## src/rtl/card_reveal_display.sv

```systemverilog
// Card slot display: each slot reveals a loaded card with a dash pattern, then shows its 7-segment glyph.
// Optional CARD_REVEAL_BLINK_EN makes the reveal pattern alternate dash and blank.
module card_reveal_display #(
  parameter int unsigned N_CARDS       = 3,
  parameter int unsigned REVEAL_CYCLES = 4
) (
  input  logic                   slow_clock,
  input  logic                   reset,
  input  logic                   clear,
  input  logic                   load_valid,
  input  logic [2:0]             load_slot,
  input  logic [3:0]             load_card,
  output logic                   load_ready,
  output logic                   busy,
  output logic [N_CARDS*7-1:0]   hex
);

  localparam int unsigned CW = (REVEAL_CYCLES > 1) ? $clog2(REVEAL_CYCLES) : 1;
  localparam logic [CW-1:0] CNT_INIT  = CW'(REVEAL_CYCLES - 1);
  localparam logic [6:0]    SEG_BLANK = 7'b1111111;
  localparam logic [6:0]    SEG_DASH  = 7'b0111111;

  typedef enum logic [1:0] {
    EMPTY  = 2'd0,
    REVEAL = 2'd1,
    SHOWN  = 2'd2
  } slot_state_e;

  slot_state_e           state_q [N_CARDS];
  slot_state_e           state_d [N_CARDS];
  logic [3:0]            card_q  [N_CARDS];
  logic [3:0]            card_d  [N_CARDS];
  logic [CW-1:0]         cnt_q   [N_CARDS];
  logic [CW-1:0]         cnt_d   [N_CARDS];
  logic [N_CARDS*7-1:0]  hex_d;
  logic                  busy_d;
  logic                  accept;

  // Active-low glyph for a shown card; 0 and the invalid codes stay blank.
  function automatic logic [6:0] glyph(input logic [3:0] c);
    logic [6:0] seg;
    seg = SEG_BLANK;
    case (c)
      4'd1:    seg = 7'b0001000;
      4'd2:    seg = 7'b0100100;
      4'd3:    seg = 7'b0110000;
      4'd4:    seg = 7'b0011001;
      4'd5:    seg = 7'b0010010;
      4'd6:    seg = 7'b0000010;
      4'd7:    seg = 7'b1111000;
      4'd8:    seg = 7'b0000000;
      4'd9:    seg = 7'b0010000;
      4'd10:   seg = 7'b1000000;
      4'd11:   seg = 7'b1100001;
      4'd12:   seg = 7'b0011000;
      4'd13:   seg = 7'b0001001;
      default: seg = SEG_BLANK;
    endcase
    return seg;
  endfunction

  // Only one reveal at a time; clear and reset block new loads.
  assign load_ready = !reset && !clear && !busy;
  assign accept     = load_valid && load_ready;

  always_ff @(posedge slow_clock) begin
    if (reset) begin
      for (int i = 0; i < int'(N_CARDS); i++) begin
        state_q[i] <= EMPTY;
        card_q[i]  <= 4'd0;
        cnt_q[i]   <= '0;
      end
      hex  <= '1;
      busy <= 1'b0;
    end else begin
      state_q <= state_d;
      card_q  <= card_d;
      cnt_q   <= cnt_d;
      hex     <= hex_d;
      busy    <= busy_d;
    end
  end

  // Next slot state, then hex/busy decoded from it so outputs line up with the new state.
  always_comb begin
    state_d = state_q;
    card_d  = card_q;
    cnt_d   = cnt_q;
    hex_d   = '1;
    busy_d  = 1'b0;
    for (int i = 0; i < int'(N_CARDS); i++) begin
      if (clear) begin
        state_d[i] = EMPTY;
        card_d[i]  = 4'd0;
        cnt_d[i]   = '0;
      end else begin
        if (state_q[i] == REVEAL) begin
          if (cnt_q[i] == '0) state_d[i] = SHOWN;
          else                cnt_d[i]   = cnt_q[i] - CW'(1);
        end
        if (accept && (load_slot == 3'(i))) begin
          state_d[i] = REVEAL;
          card_d[i]  = load_card;
          cnt_d[i]   = CNT_INIT;
        end
      end

      case (state_d[i])
`ifdef CARD_REVEAL_BLINK_EN
        // Dash on even elapsed reveal cycles, blank on odd.
        REVEAL:  hex_d[7*i +: 7] = (cnt_d[i][0] == CNT_INIT[0]) ? SEG_DASH : SEG_BLANK;
`else
        REVEAL:  hex_d[7*i +: 7] = SEG_DASH;
`endif
        SHOWN:   hex_d[7*i +: 7] = glyph(card_d[i]);
        default: hex_d[7*i +: 7] = SEG_BLANK;
      endcase
      if (state_d[i] == REVEAL) busy_d = 1'b1;
    end
  end

endmodule
```

## config.mk

```make
export PLATFORM = sky130hd
export DESIGN_NAME = card_reveal_display
export DESIGN_NICKNAME = d
export VERILOG_FILES = /design/src/rtl/card_reveal_display.sv
export SDC_FILE = /design/constraint.sdc
export NUM_CORES = 1
export LEC_CHECK = 0
export ABC_AREA = 1
export ABC_CLOCK_PERIOD_IN_PS = 2000
export CORE_UTILIZATION = 28
export CTS_BUF_LIST = sky130_fd_sc_hd__clkbuf_4 sky130_fd_sc_hd__clkbuf_8
export DETAILED_ROUTE_END_ITERATION = 10
export SYNTH_ARGS = -nofsm -noshare
export SYNTH_HDL_FRONTEND = slang
export SYNTH_SLANG_ARGS = --single-unit
```

## constraint.sdc

```tcl
create_clock -name slow_clock -period 2 [get_ports slow_clock]
set_input_delay 0.2 -clock slow_clock [delete_from_list [all_inputs] [get_ports slow_clock]]
set_output_delay 0.2 -clock slow_clock [all_outputs]
set_load 0.02 [all_outputs]
```

==> results.md <==
- The flow ran to the end, and the final reports show no timing, DRC or antenna violations.
- The number of hold-slack violations in the final timing report is 0.
- sky130_fd_sc_hd__dfxtp_1 takes more of the synthesized area than any other cell.
- At the worst endpoint, the arrival time is ~2100 ps.
- Timing would allow up to approximately 530 MHz.
- The die covers ~10000 um^2.
- The gate count after technology mapping is 388.
- After clock tree synthesis, the clock-pin slew on the worst setup and hold paths is 90 ps.
- The detailed-route wire length is roughly 6.5 mm.
- Global routing used around 14% of the available tracks across all layers.
- In this run the number of H-tree levels came out at 2.
- The global-route wire length before repair is approximately 11 mm.
- At the pin with the least slew margin, the transition time is 354 ps.
- Port buffering added 33 buffers.
- The setup check on the worst reg-to-reg path leaves a slack of between 100 and 150 ps.
- The number of buffers between clock root and the deepest sink is 2.
- For hold timing, the worst endpoint is cnt_q[0].
- For this run, design rule violations remaining after detail routing come to 0.
- The number of different library cells in the post-synthesis netlist is 27.
- The TritonCTS sink count is 46.
- Total power for the finished layout comes to ~0.0017 W.
- The clock latency reported for the late side of the worst-skew pair is roughly 300 ps.
- The routed layout has approximately 2.7k vias.
- The quantity of hold-fixing buffers added after cts is 0.
- For this run, the post-layout net count is 530.
- Counting flops with an async set or reset pin after synthesis yields a share of 0%.
- The height of the chip is approximately 100 um.
- The worst reg2reg path depth is 12.
- The worst-case clock skew is 7.99 ps.
- For this run the aggregate overflow at the end of global routing stands at 0.
- The utilization after layout is about two fifths.
- Max-cap violations in this run came to 0.
- The fraction of layout instances using a drive strength above 1 is between 20% and 30%.
- The type of origin of the critical path is an input pin.
- Setup repair after global routing could not meet its margin everywhere.
- The mean post-synth cell area is ~7 um^2.
- The TritonCTS clock tree is yes.
- After synthesis, the cell types taking the most area are sky130_fd_sc_hd__dfxtp_1 34%, sky130_fd_sc_hd__nand2_1 15%, sky130_fd_sc_hd__ha_1 13%, sky130_fd_sc_hd__inv_1 7.8%, sky130_fd_sc_hd__nor2_1 6.0%.
- The peak per-stage delay on the critical path is 500 ps.
- The launch point of the worst reg-to-reg path is busy.
- Dividing the detail-routed via count by the number of cells gives 4.29.
- The worst hold path passes through 2 cells.
- Setup violations remaining at the end of the flow were counted as 0.
- The summed instance area of the synthesized netlist is between 2000 and 3000 um^2.
- Counting every net in the synthesized netlist gives between 400 and 500.
- The flip-flop and latch count after synthesis is 46.
- The endpoint required time on the critical path is between 2000 and 2500 ps.
- The critical path crosses 11 cells after its start point.
- Routability-driven placement finished with a final weighted congestion of 0.868.
- The initial core utilization is between 20 and 30%.
- The number of placement rows is 35.
- In this run the critical register-to-register path is captured at hex[11].
- The most used flip-flop cell after synthesis is sky130_fd_sc_hd__dfxtp_1.
- The layout-stage area growth over the synthesis result is 43.4%.
- The remaining number of nets flagged by the antenna check after routing is 0.
- The critical path is of the input pin to flop type.
- The total leakage power is between 1.5 and 2 nW.
- In this run, the number of DRC markers left after iteration 0 of detailed routing was 68.
- Entering global routing, the biggest net connects 23 pins.
- The total number of yosys warnings is 0.
- The signal on the critical path passes through clkdlybuf4s50_1, inv_1, nand3_2, nor2_4, buf_4, nor3_1, inv_1, ha_1, nor3_1, buf_4, nand2_1.
- 0 antenna diodes ended up in the layout.
- The type of the tightest min-delay check is flop to flop.
- The final critical path time including I/O delays and setup is between 1500 and 2000 ps.
- The HPWL after detailed placement is between 5 and 6 mm.
- The number of global-route vias before repair is 2653.
- The synthesized design devotes to its leading area cell type between 30% and 40% of total area.
- The count of flip-flops with a built-in enable after synthesis is 0.
- After detailed routing, the average wire length per cell comes to about 10 um.
- After floorplanning, the core was sized to cover ~9200 um^2.
- STA classifies the critical path endpoint as a flop.
- TritonCTS created 5 clock buffers.
- The most instantiated library cell after synthesis is sky130_fd_sc_hd__nand2_1.
- The width of the chip is roughly 100 um.
- On the final layout, the worst hold slack is just under 500 ps.
- The count of pins over their slew limit is 0.
- By count the netlist is led by 105 x sky130_fd_sc_hd__nand2_1, 56 x sky130_fd_sc_hd__inv_1, 46 x sky130_fd_sc_hd__dfxtp_1, 43 x sky130_fd_sc_hd__nor2_1, 32 x sky130_fd_sc_hd__nand3_1.
- The pre-antenna-repair detailed-routing pass consisted of 4 iterations.
- The worst pin sits at a relative slew slack of between 70% and 80%.
- The number of buffers and inverters on the critical path is 5.
- The maximum fanout along the worst path is 6.
- In this run the clock root is driven by a sky130_fd_sc_hd__clkbuf_8.
- Of the available clock period, the critical path in the final layout requires 94.9%.
- The cell with the largest stage delay on the worst path is sky130_fd_sc_hd__clkdlybuf4s50_1.
- The startpoint of the most critical hold path is cnt_q[0].
- The peak supply drop is around 0.0003 V.
- Of the synthesized area, sequential elements account for between 30% and 40%.
- Power spread over the standard cell area amounts to about 450 nW/um^2.
- The number of antenna violations at the first check in global routing is 0.
- The number of placed I/O pins is 34.
- The family of cells with the greatest summed delay on the critical path is buffers and inverters.
-- how the worst max path moves through the flow --
stage / startpoint / to / slack, ps
finish: load_slot[0] / hex[3] / 100
CTS: clear / hex[13] / 20
global placement: clear / hex[20] / -340
detailed placement: clear / hex[20] / -430
global route: load_slot[2] / hex[11] / -30
floorplan: busy / hex[14] / 40
-- per-layer routing --
layer / global-route usage (%) / part of all wire [%] / vias up
met5: 0 / 0 / -
met4: 5.54 / 1.9 / 0
met3: 2.23 / 3.4 / 9
met2: 24.8 / 47 / 49
met1: 17.2 / 48 / 1187
li1: - / - / 1423
-- registers in the layout, indices dropped and copies added (netlist names) --
signal,flops
hex,21
cnt_q,6
card_q,12
state_q,6
busy,1
-- repair_timing --
| action | 4_1_cts | 5_1_grt |
|---|---|---|
| setup endpoints to repair | 8 | 22 |
| gates resized for setup | 3 | 17 |
| pin swaps | 3 | 7 |
| buffers inserted | 3 | 2 |
-- logic make-up (layout without fill, tap and decap cells) --
group,count (synthesis),count (layout),synth area share (%)
AO/OA/AOI/OAI,45,45,9.66
flip-flops,46,46,34.3
adder cells (fa/ha/maj),27,27,12.6
buffers and inverters,68,173,10.1
AND/OR/NAND/NOR,202,202,33.3
-- metrics by stage --
stage / setup TNS [ps] / setup slack (ps) / std cells / instance area [um^2]
2_1_floorplan: 0 / 39.8 / 388 / 2690
3_3_place_gp: -5300 / -341 / 609 / 3630
6_report: 0 / 102 / 622 / 3840
5_1_grt: -101 / -27.9 / 622 / 3840
3_5_place_dp: -6650 / -431 / 609 / 3630
4_1_cts: 0 / 21.7 / 620 / 3770
-- final cells by class --
type / instances / area, um^2
Fill cell: 943 / 5400
Clock buffer: 8 / 110
Sequential cell: 46 / 921
Timing Repair Buffer: 104 / 867
Inverter: 61 / 229
Multi-Input combinational cell: 274 / 1560
Tap cell: 129 / 161
-- cells in the final DEF (no fill, tap or decap), types with 2 or more instances in the layout --
master                            Yosys  layout
sky130_fd_sc_hd__inv_2                3       5
sky130_fd_sc_hd__nor2_1              43      42
sky130_fd_sc_hd__nor3_2               1       4
sky130_fd_sc_hd__o21ai_1              2       4
sky130_fd_sc_hd__ha_1                27      26
sky130_fd_sc_hd__nor2_2               4       4
sky130_fd_sc_hd__nand3_2              2       5
sky130_fd_sc_hd__a211oi_1             3       2
sky130_fd_sc_hd__nor3_1               7       4
sky130_fd_sc_hd__o21bai_1             4       4
sky130_fd_sc_hd__o21ai_0             11       9
sky130_fd_sc_hd__nand2_2              0       4
sky130_fd_sc_hd__nand2_1            105     101
sky130_fd_sc_hd__dlymetal6s2s_1       0       2
sky130_fd_sc_hd__o211ai_1             3       3
sky130_fd_sc_hd__nand3_1             32      29
sky130_fd_sc_hd__clkbuf_8             0       8
sky130_fd_sc_hd__a21oi_1             17      17
sky130_fd_sc_hd__a31oi_1              4       4
sky130_fd_sc_hd__buf_4                2      71
sky130_fd_sc_hd__clkinv_1             2       2
sky130_fd_sc_hd__inv_1               56      54
sky130_fd_sc_hd__nor2_4               5       6
sky130_fd_sc_hd__dfxtp_1             46      46
sky130_fd_sc_hd__clkdlybuf4s50_1      0      30
-- worst reg2reg max path, cell delays in order (launching register included) --
cell and delay [ps]:
sky130_fd_sc_hd__dfxtp_1 330, sky130_fd_sc_hd__inv_1 100, sky130_fd_sc_hd__nand3_4 140, sky130_fd_sc_hd__nor2_4 190, sky130_fd_sc_hd__nor2_1 60, sky130_fd_sc_hd__nor2_1 170
sky130_fd_sc_hd__nand2_2 130, sky130_fd_sc_hd__buf_4 170, sky130_fd_sc_hd__ha_1 180, sky130_fd_sc_hd__nand3b_1 150, sky130_fd_sc_hd__nand3_1 80, sky130_fd_sc_hd__nand3_1 70
sky130_fd_sc_hd__nand2_1 50
-- report_power, final --
part | switching (W) | internal (W) | leakage (nW)
logic | 0.0000849 | 0.0000671 | 1.21
clock network | 0.000308 | 0.000349 | 0.0575
registers | 0.00000145 | 0.000919 | 0.372
total | 0.000395 | 0.00134 | 1.64
Power figures use the tool's default switching activity.
